--- config.mk ---
export PLATFORM = sky130hd
export DESIGN_NAME = undo_stack
export DESIGN_NICKNAME = d
export VERILOG_FILES = /design/src/rtl/axa_pkg.sv /design/src/rtl/undo_ram.sv /design/src/rtl/undo_stack.sv
export SDC_FILE = /design/constraint.sdc
export NUM_CORES = 1
export LEC_CHECK = 0
export CAP_MARGIN = 0
export CORE_UTILIZATION = 50
export CTS_CLUSTER_DIAMETER = 200
export DETAILED_ROUTE_END_ITERATION = 8
export PLACE_DENSITY = 0.75
export SYNTH_ARGS = -nofsm -noshare
export SYNTH_HDL_FRONTEND = slang
export SYNTH_SLANG_ARGS = --single-unit
--- constraint.sdc ---
create_clock -name clk -period 6.6 [get_ports clk]
set_clock_uncertainty 0.2 [all_clocks]
set_input_delay 1.32 -clock clk [delete_from_list [all_inputs] [get_ports clk]]
set_output_delay 1.32 -clock clk [all_outputs]
set_load 0.02 [all_outputs]
--- src/rtl/axa_pkg.sv ---
// Shared AXA pipeline definitions: word width, default undo depth, undo entry type.
package axa_pkg;

  localparam int unsigned WORD_W     = 16;
  localparam int unsigned UNDO_DEPTH = 16;

  typedef logic [WORD_W-1:0] undo_entry_t;

endpackage

--- src/rtl/undo_ram.sv ---
// Undo ring storage: one sync write port, async peek read, registered pop read.
module undo_ram #(
  parameter int unsigned WIDTH = 16,
  parameter int unsigned DEPTH = 16,
  parameter int unsigned PTR_W = $clog2(DEPTH)
) (
  input  logic             clk,
  input  logic             reset,
  input  logic             we,
  input  logic [PTR_W-1:0] waddr,
  input  logic [WIDTH-1:0] wdata,
  input  logic [PTR_W-1:0] peek_addr,
  output logic [WIDTH-1:0] peek_data,
  input  logic             rd_en,
  input  logic [PTR_W-1:0] rd_addr,
  output logic [WIDTH-1:0] rd_data
);

  logic [WIDTH-1:0] mem [DEPTH];

  // Contents are deliberately not reset.
  always_ff @(posedge clk) begin
    if (we) mem[waddr] <= wdata;
  end

  assign peek_data = mem[peek_addr];

  // Read-before-write on the same edge gives replace-top its old value.
  always_ff @(posedge clk or posedge reset) begin
    if (reset)      rd_data <= '0;
    else if (rd_en) rd_data <= mem[rd_addr];
  end

endmodule

--- src/rtl/undo_stack.sv ---
// Parametrised ring-buffer undo stack with count, status, sticky error flags.
// Full policy: define UNDO_STACK_OVWR_EN to overwrite the oldest entry on a full push.
module undo_stack
  import axa_pkg::*;
#(
  parameter int unsigned WIDTH = WORD_W,
  parameter int unsigned DEPTH = UNDO_DEPTH,
  parameter int unsigned PTR_W = $clog2(DEPTH)
) (
  input  logic             clk,
  input  logic             reset,
  input  logic             push,
  input  logic [WIDTH-1:0] push_data,
  input  logic             pop,
  output logic [WIDTH-1:0] pop_data,
  output logic             pop_valid,
  input  logic [PTR_W-1:0] peek_off,
  output logic [WIDTH-1:0] peek_data,
  output logic             peek_valid,
  output logic [PTR_W:0]   count,
  output logic             full,
  output logic             empty,
  output logic             ovf,
  output logic             unf,
  input  logic             err_clr
);

  localparam logic [PTR_W:0] CNT_FULL = (PTR_W+1)'(DEPTH);

  logic [PTR_W-1:0] sp;
  logic [PTR_W-1:0] sp_n;
  logic [PTR_W:0]   count_n;
  logic [PTR_W-1:0] top_ptr;
  logic [PTR_W-1:0] peek_addr;
  logic             we;
  logic [PTR_W-1:0] waddr;
  logic             rd_en;
  logic             set_ovf;
  logic             set_unf;

  assign top_ptr    = sp - PTR_W'(1);
  assign peek_addr  = sp - peek_off - PTR_W'(1);
  assign peek_valid = ((PTR_W+1)'(peek_off) < count);

  // Next pointer/count, RAM strobes and error-set events for this cycle.
  always_comb begin
    sp_n    = sp;
    count_n = count;
    we      = 1'b0;
    waddr   = sp;
    rd_en   = 1'b0;
    set_ovf = 1'b0;
    set_unf = 1'b0;
    if (push && pop) begin
      if (empty) begin
        set_unf = 1'b1;
        we      = 1'b1;
        sp_n    = sp + PTR_W'(1);
        count_n = (PTR_W+1)'(1);
      end else begin
        rd_en = 1'b1;
        we    = 1'b1;
        waddr = top_ptr;
      end
    end else if (pop) begin
      if (empty) begin
        set_unf = 1'b1;
      end else begin
        rd_en   = 1'b1;
        sp_n    = top_ptr;
        count_n = count - (PTR_W+1)'(1);
      end
    end else if (push) begin
      if (full) begin
        set_ovf = 1'b1;
`ifdef UNDO_STACK_OVWR_EN
        // Ring semantics: overwrite oldest, count saturates at DEPTH.
        we   = 1'b1;
        sp_n = sp + PTR_W'(1);
`endif
      end else begin
        we      = 1'b1;
        sp_n    = sp + PTR_W'(1);
        count_n = count + (PTR_W+1)'(1);
      end
    end
  end

  always_ff @(posedge clk or posedge reset) begin
    if (reset) begin
      sp        <= '0;
      count     <= '0;
      pop_valid <= 1'b0;
      full      <= 1'b0;
      empty     <= 1'b1;
      ovf       <= 1'b0;
      unf       <= 1'b0;
    end else begin
      sp        <= sp_n;
      count     <= count_n;
      pop_valid <= pop;
      full      <= (count_n == CNT_FULL);
      empty     <= (count_n == '0);
      // Setting event beats a simultaneous clear.
      ovf       <= set_ovf | (ovf & ~err_clr);
      unf       <= set_unf | (unf & ~err_clr);
    end
  end

  undo_ram #(
    .WIDTH (WIDTH),
    .DEPTH (DEPTH),
    .PTR_W (PTR_W)
  ) u_ram (
    .clk       (clk),
    .reset     (reset),
    .we        (we),
    .waddr     (waddr),
    .wdata     (push_data),
    .peek_addr (peek_addr),
    .peek_data (peek_data),
    .rd_en     (rd_en),
    .rd_addr   (top_ptr),
    .rd_data   (pop_data)
  );

endmodule

==> results of run 1 <==
## flip-flops by register name, summed over array words and instances, names as in the netlist
register,count
unf,1
pop_valid,1
count,5
empty,1
full,1
u_ram.rd_data,16
sp,4
ovf,1
u_ram.mem,256
## cell type report
cell class | instances | area [um2]
Inverter | 16 | 60.1
Sequential cell | 286 | 8440
Fill cell | 1954 | 11000
Clock inverter | 13 | 203
Timing Repair Buffer | 101 | 988
Tap cell | 341 | 427
Multi-Input combinational cell | 405 | 4940
Clock buffer | 41 | 811
## power groups by stage
stage	Clock [uW]	Combinational [uW]	Sequential, uW
floorplan	0	3060	2460
global placement	0	4590	2440
detailed placement	0	4640	2460
CTS	1730	4670	2420
global route	1800	4900	2450
finish	1720	4650	2420
## stage by stage
step	hold WS, ps	worst slack [ps]	instance area (um2)	instances	power (uW)
finish	303	185	15900	1203	8790
global route	320	87.7	15900	1203	9150
CTS	310	192	15900	1203	8820
detailed placement	297	256	14900	1149	7090
global placement	277	247	14900	1149	7030
floorplan	407	1690	13600	760	5520
## layout by cell type (no fill, tap or decap), types with 13 or more instances in the layout
master	Yosys	routed
edfxtp_1	256	256
mux4_2	128	128
clkdlybuf4s50_1	0	67
nand2_1	49	49
mux2i_1	37	37
clkbuf_16	0	29
buf_4	11	29
dfrtp_1	29	28
a31oi_1	17	17
inv_1	16	16
a2bb2oi_1	16	16
o21ai_1	16	16
and2_1	16	16
a211oi_1	16	16
nor2_2	0	13
## worst max-delay path, delay by kind of cell
| kind | cells | cell delay, ps |
|---|---|---|
| AOI/OAI and AO/OA | 2 | 450 |
| buffers and inverters | 4 | 1370 |
| and+or+nand+nor | 1 | 170 |
| adders and majority gates | 2 | 1070 |
| muxes | 1 | 510 |
## per-layer routing
metal	GRT usage	vias to the layer above	wire length (um)
met2	0.420	472	17100
li1	-	3310	-
met3	0.0321	71	2910
met4	0.0833	0	923
met5	0	-	0
met1	0.346	4229	13300
## cell families after synthesis
| kind of cell | count (synthesis) |
|---|---|
| AO/OA/AOI/OAI | 106 |
| multiplexers | 165 |
| AND/OR/NAND/NOR | 113 |
| flip-flops | 286 |
| adder cells (fa/ha/maj) | 12 |
| buffers and inverters | 69 |
| XOR/XNOR | 9 |
## worst min path at each step
stage,to,cells past startpoint
detailed placement,ovf,1
floorplan,u_ram.rd_data[10],2
global route,ovf,1
global placement,ovf,1
finish,ovf,1
CTS,ovf,1
==> results.sh, run 1 <==
export IMPL_yosys_top_cells_area="edfxtp_1, mux4_2, dfrtp_1"
export IMPL_numCtsBuffers=29
export IMPL_fmax_mhz=156
export IMPL_setup_viol=0
export IMPL_synth_edf_count=256
export IMPL_maxCapViolations=0
export IMPL_syn_area_mm2=0.0136
export IMPL_synth_nets=797
export IMPL_ys_types=56
export IMPL_antenna_found_initial=0
export IMPL_io_buffers=67
export IMPL_r2r_slack_ps=2760
export IMPL_fin_util=0.591
export IMPL_core_mm2=0.0269
export IMPL_r2r_cells=8
export IMPL_grt_pass1_vias=8324
export IMPL_initial_core_util=0.507
export IMPL_synth_area_mux_share=0.239
export IMPL_r2r_end="u_ram.rd_data[6]"
export IMPL_critPathKind="primary input to output pin"
export IMPL_synth_compound_area_frac=0.0544
export IMPL_yosysSeqAreaShare=0.619
export IMPL_hp_class="flip-flop to flip-flop"
export IMPL_cts_sinks=286
export IMPL_cts_htree_levels=1
export IMPL_end_kind="output pin"
export IMPL_critPathMaxFanout=17
export IMPL_pwr_share_clk=0.196
export IMPL_synth_xor_area_frac=0.00689
export IMPL_io_pins=68
export IMPL_cp_start_kind="primary input"
export IMPL_synth_cells=760
export IMPL_grt_overflow_total=0
export IMPL_rows=60
export IMPL_drv_slew=0
export IMPL_synth_top_family_by_area="multiplexers"
export IMPL_synth_top_area_frac=0.564
export IMPL_hold_viol_final=0
export IMPL_r2r_start="sp[0]"
export IMPL_startpoint="peek_off[0]"
export IMPL_synthAdderAreaFrac=0.0116
export IMPL_diodes=0
export IMPL_holdBufCountCts=0
export IMPL_cts_setup_buffers=0
export IMPL_fin_crit_ps=6410
export IMPL_dr_pass1_iters=5
export IMPL_crit_arrival_ps=4890
export IMPL_routed_via_density=6.72
export IMPL_synthArstFlopShare=0.105
export IMPL_powerDensity_mw_per_mm2=554
export IMPL_grt_usage=0.251
export IMPL_p_comb_frac=0.529
export IMPL_drc_errors=0
export IMPL_cts_tree="built"
export IMPL_wire_per_inst_um=28.4
export IMPL_drive_above_1_share=0.283
export IMPL_yosysWarningCount=0
export IMPL_internal_power_uw=5500
export IMPL_max_stage_delay_ps=910
export IMPL_switchingPower_uw=3290
export IMPL_die_h_um=167
export IMPL_clk_path_buf_depth=3
export IMPL_insertion_delay_ps=550
export IMPL_postRouteAntennaNets=0
export IMPL_seqPwrFrac=0.276
export IMPL_syn_area_per_cell_um2=17.9
export IMPL_synthFlopType="edfxtp_1"
export IMPL_gp_congestion=0.814
export IMPL_design_die_area_mm2=0.0279
export IMPL_post_cts_resized=0
export IMPL_grt_max_degree=50
export IMPL_tightestPinTransition_ps=936
export IMPL_layout_nets=876
export IMPL_ir_drop_uv=333
export IMPL_first_iter_violations=797
export IMPL_endpoint="peek_data[4]"
export IMPL_status="finished clean"
export IMPL_drt_total_wl_mm=34.2
export IMPL_area_growth_pct=16.5
export IMPL_yosysMostFrequentCell="edfxtp_1"
export IMPL_tns_ps=0
export IMPL_ys_ff_latch=286
export IMPL_sw_frac_of_total=0.374
export IMPL_p_leak_uw=0.00537
export IMPL_path_cells="clkdlybuf4s50_1, inv_1, ha_4, fa_4, buf_12, mux4_2, and2_1, a211oi_1, a31oi_1, clkdlybuf4s50_1"
export IMPL_hp_start="ovf"
export IMPL_rsz0062_at_grt="false"
export IMPL_synthTopCellsByCount="edfxtp_1, mux4_2, nand2_1, mux2i_1, dfrtp_1"
export IMPL_path_common_cell="clkdlybuf4s50_1"
export IMPL_synth_area_leader_cell="edfxtp_1"
export IMPL_yosys_area_share_simple=0.0422
export IMPL_post_dp_hpwl_mm=20.1
export IMPL_critPathSlowestCell="fa_4"
export IMPL_cts_clk_slew_worst_paths_ps=60
export IMPL_max_slew_margin=0.375
export IMPL_crit_required_ps=5080
export IMPL_die_w_um=167
export IMPL_root_buffer="clkbuf_16"
export IMPL_grt_pass1_wl_mm=51.5
export IMPL_vias=8082
export IMPL_fin_crit_sh=0.972
Note: power is estimated with default switching activity, not from simulation.
==> run 2: changes to the inputs <==
DONT_BUFFER_PORTS = 1   (was not set)
PLACE_DENSITY = 0.72   (was 0.75)
==> run 2 against run 1 <==
Net effect:
- routed wire length decreased by 1.8%
- die area unchanged
- critical path type is now flip-flop to output pin
- highest routed layer unchanged
- final cell count decreased by 6.0%
- worst hold slack improved by 100 ps
- worst setup slack improved by 680 ps
- largest cell class unchanged
- non-clock buffer count decreased by 71
==> results.sh, run 2 (same netlist as run 1, synthesis figures left out) <==
export IMPL_drive_above_1_share=0.304
export IMPL_die_w_um=167
export IMPL_fin_crit_ps=5730
export IMPL_powerDensity_mw_per_mm2=535
export IMPL_regMostFlops="u_ram.mem"
export IMPL_layout_nets=805
export IMPL_layout_common_cells="edfxtp_1, mux4_2, nand2_1, mux2i_1, clkbuf_16"
export IMPL_post_cts_resized=0
export IMPL_r2r_start="sp[0]"
export IMPL_cts_clk_slew_worst_paths_ps=60
export IMPL_insertion_delay_ps=560
export IMPL_grt_pass1_vias=7962
export IMPL_p_leak_uw=0.00505
export IMPL_wl_met1_mm=13.1
export IMPL_critPathKind="flip-flop to output pin"
export IMPL_io_pins=68
export IMPL_r2r_end="u_ram.rd_data[15]"
export IMPL_grt_usage=0.246
export IMPL_cts_setup_buffers=0
export IMPL_dr_wl_met2_mm=16.6
export IMPL_fin_crit_sh=0.868
export IMPL_gp_congestion=0.864
export IMPL_first_iter_violations=757
export IMPL_drt_total_wl_mm=33.6
export IMPL_hold_viol_final=0
export IMPL_area_growth_pct=10.2
export IMPL_fmax_mhz=174
export IMPL_initial_core_util=0.507
export IMPL_design_die_area_mm2=0.0279
export IMPL_mostFrequentLayoutCell="edfxtp_1"
export IMPL_end_kind="output pin"
export IMPL_r2r_cells=7
export IMPL_crit_required_ps=5080
export IMPL_routed_via_density=6.75
export IMPL_rows=60
export IMPL_diodes=0
export IMPL_die_h_um=167
export IMPL_vias=7638
export IMPL_ir_drop_uv=354
export IMPL_dr_pass1_iters=5
export IMPL_r2r_slack_ps=2970
export IMPL_maxCapViolations=0
export IMPL_status="finished clean"
export IMPL_critPathMaxFanout=39
export IMPL_clk_path_buf_depth=3
export IMPL_dp_cells=1078
export IMPL_core_mm2=0.0269
export IMPL_postRouteAntennaNets=0
export IMPL_max_slew_margin=0.192
export IMPL_tightestPinTransition_ps=1210
export IMPL_drv_slew=0
export IMPL_drc_errors=0
export IMPL_grt_overflow_total=0
export IMPL_hp_class="primary input to asynchronous set/reset pin"
export IMPL_antenna_found_initial=0
export IMPL_io_buffers=0
export IMPL_cts_htree_levels=1
export IMPL_setup_viol=0
export IMPL_tns_ps=0
export IMPL_cts_tree="built"
export IMPL_rsz0062_at_grt="false"
export IMPL_cts_sinks=286
export IMPL_crit_arrival_ps=4210
export IMPL_grt_max_degree=65
export IMPL_largest_reg_flops=256
export IMPL_cp_start_kind="flip-flop"
export IMPL_wire_per_inst_um=29.7
export IMPL_reg_top3="u_ram.mem x256, u_ram.rd_data x16, count x5"
export IMPL_fin_cells=1131
export IMPL_dr_wl_met3_mm=2.78
export IMPL_post_dp_hpwl_mm=20.6
export IMPL_root_buffer="clkbuf_16"
export IMPL_maxUsedRoutingLayer="met4"
export IMPL_numCtsBuffers=29
export IMPL_grt_pass1_wl_mm=50.2
export IMPL_holdBufCountCts=0
[run 2: cell count changes in the layout (fill, tap and decap cells not counted), moves of 3 or more]
| cell | change |
|---|---|
| buf_12 | -3 |
| clkinv_2 | +5 |
| nor2_4 | -3 |
| bufinv_16 | -3 |
| clkdlybuf4s50_1 | -67 |
| nor2_2 | +3 |
[run 2: report_power, final]
group	switching [uW]	internal [uW]	leakage (uW)
Clock	681	924	0.000468
Combinational	2090	1740	0.00191
Sequential	360	2240	0.00268
[run 2: how the worst max path moves through the flow]
stage          cells after the start            end        start  slack [ps]
3_5_place_dp                       8   peek_data[7]  peek_off[0]         990
3_3_place_gp                       8   peek_data[8]  peek_off[0]        1000
2_1_floorplan                      8  peek_data[10]  peek_off[0]        1690
4_1_cts                            7   peek_data[7]        sp[0]         820
5_1_grt                            7   peek_data[7]        sp[0]         660
6_report                           7   peek_data[7]        sp[0]         870
[run 2: worst max-delay path, stage by stage (launching register included)]
cell	delay, ps
dfrtp_4	740
ha_2	320
fa_4	1030
buf_12	360
mux4_2	550
and2_1	180
a211oi_1	210
a31oi_1	190
[run 2: area by class of cell]
cell class / instances / area (um2)
Tap cell: 341 / 427
Sequential cell: 286 / 8440
Inverter: 16 / 60.1
Fill cell: 1992 / 11900
Clock inverter: 15 / 145
Timing Repair Buffer: 30 / 250
Clock buffer: 38 / 790
Multi-Input combinational cell: 405 / 4910
[run 2: metal layers]
layer,track usage,vias up
met1,0.323,4036
met4,0.0829,0
met3,0.0591,79
li1,-,3165
met2,0.407,358
met5,0,-
[run 2: through the flow]
step	area [um2]	hold WS (ps)	worst slack, ps	util	power, uW
2_1_floorplan	13600	407	1690	-	5520
3_3_place_gp	14100	427	1000	0.524	6420
3_5_place_dp	14100	446	993	0.524	6490
4_1_cts	15000	398	821	0.559	8100
5_1_grt	15000	416	655	0.559	8390
6_report	15000	404	868	0.559	8030
==> run 3: changes to the inputs <==
CAP_MARGIN = 40   (was 0)
TNS_END_PERCENT = 100   (was not set)
==> run 3 against run 2 <==
Net effect:
- power is 1.6% higher
- clock-buffer cell count grew 3
- highest routed layer unchanged
- routed wire length is 0.67% higher
- sequential share of layout area fell by 0.45 points
- final cell count grew 0.62%
- maximum frequency up 0.55%
- via count up 0.62%
==> results.sh, run 3 (same netlist as run 1, synthesis figures left out) <==
export IMPL_end_kind="output pin"
export IMPL_postPlaceCellArea_mm2=0.0142
export IMPL_diodes=0
export IMPL_grt_pass1_wl_mm=50.7
export IMPL_critPathMaxFanout=39
export IMPL_mostFrequentLayoutCell="edfxtp_1"
export IMPL_root_buffer="clkbuf_16"
export IMPL_initial_core_util=0.507
export IMPL_area_growth_pct=11.1
export IMPL_design_area_mm2=0.0151
export IMPL_drive_above_1_share=0.309
export IMPL_core_mm2=0.0269
export IMPL_hp_class="primary input to asynchronous set/reset pin"
export IMPL_fillCellCount=2004
export IMPL_drt_total_wl_mm=33.8
export IMPL_fin_crit_sh=0.864
export IMPL_grt_max_degree=43
export IMPL_gp_congestion=0.864
export IMPL_rsz0062_at_grt="false"
export IMPL_cts_htree_levels=1
export IMPL_status="finished clean"
export IMPL_maxCapViolations=0
export IMPL_io_pins=68
export IMPL_critPathSlowestCell="fa_4"
export IMPL_cts_clk_slew_worst_paths_ps=60
export IMPL_drv_slew=0
export IMPL_path_delay_family="adder cells"
export IMPL_post_cts_resized=0
export IMPL_tns_ps=0
export IMPL_ir_drop_uv=322
export IMPL_cts_setup_buffers=0
export IMPL_critPathBufInv=1
export IMPL_fin_crit_ps=5700
export IMPL_max_stage_delay_ps=1030
export IMPL_reg_top3="u_ram.mem x256, u_ram.rd_data x16, count x5"
export IMPL_post_dp_hpwl_mm=21.1
export IMPL_insertion_delay_ps=560
export IMPL_clk_path_buf_depth=3
export IMPL_cts_sinks=286
export IMPL_postRouteAntennaNets=0
export IMPL_grt_pass1_vias=8020
export IMPL_dr_pass1_iters=5
export IMPL_die_h_um=167
export IMPL_tightestPinTransition_ps=876
export IMPL_crit_required_ps=5080
export IMPL_powerDensity_mw_per_mm2=539
export IMPL_grt_usage=0.248
export IMPL_fmax_mhz=175
export IMPL_p_leak_uw=0.00511
export IMPL_io_buffers=0
export IMPL_power_uw=8160
export IMPL_setup_viol=0
export IMPL_numCtsBuffers=30
export IMPL_routed_via_density=6.75
export IMPL_drc_errors=0
export IMPL_rows=60
export IMPL_grt_overflow_total=0
export IMPL_crit_arrival_ps=4180
export IMPL_hold_ws_ps=417
export IMPL_design_die_area_mm2=0.0279
export IMPL_max_slew_margin=0.413
export IMPL_largest_reg_flops=256
export IMPL_critPathKind="flip-flop to output pin"
export IMPL_regMostFlops="u_ram.mem"
export IMPL_cts_tree="built"
export IMPL_layout_nets=810
export IMPL_wire_per_inst_um=29.7
export IMPL_first_iter_violations=885
export IMPL_vias=7685
export IMPL_path_cells="ha_2, fa_4, buf_12, mux4_2, and2_1, a211oi_1, a31oi_1"
export IMPL_die_w_um=167
export IMPL_holdBufCountCts=0
export IMPL_layout_common_cells="edfxtp_1, mux4_2, nand2_1, mux2i_1, clkbuf_16"
export IMPL_cp_start_kind="flip-flop"
export IMPL_hold_viol_final=0
export IMPL_antenna_found_initial=0
## run 3: cell type report
type	count	area [um2]	share of cell area
flip-flops and latches	286	8440	0.557
well taps	341	427	0.0282
inverters	16	60.1	0.00397
clock buffers	41	822	0.0543
clock inverters	15	170	0.0112
multi-input cells	405	4910	0.324
repair buffers	34	315	0.0208
## run 3: metal layers
layer / track usage / vias to the layer above / share of wire
li1: - / 3176 / -
met1: 0.322 / 4054 / 0.38
met2: 0.415 / 385 / 0.50
met3: 0.0600 / 70 / 0.092
met4: 0.0809 / 0 / 0.031
met5: 0 / - / 0
## run 3: worst paths after layout
| check | slack (ps) | endpoint | cells after the start | start |
|---|---|---|---|---|
| setup / recovery | 900 | peek_data[7] | 7 | sp[0] |
| min in group clk | 470 | ovf | 1 | ovf |
| setup reg to reg | 3060 | u_ram.rd_data[14] | 7 | sp[0] |
| max in group asynchronous | 5030 | sp[0] | 2 | reset |
| hold reg to reg | 470 | ovf | 1 | ovf |
| hold / removal | 420 | u_ram.rd_data[5] | 1 | reset |
## run 3: through the flow
stage	instances	worst slack, ps	utilization
final	1138	899	0.564
after global routing	1138	653	0.564
after CTS	1138	840	0.564
after detailed placement	1082	977	0.527
after global placement	1078	1000	0.524
after floorplan	760	1690	-
## run 3: where the power goes
group,total (uW),internal [uW],switching (uW)
combinational,3900,1790,2110
sequential,2600,2240,359
clock,1670,991,677
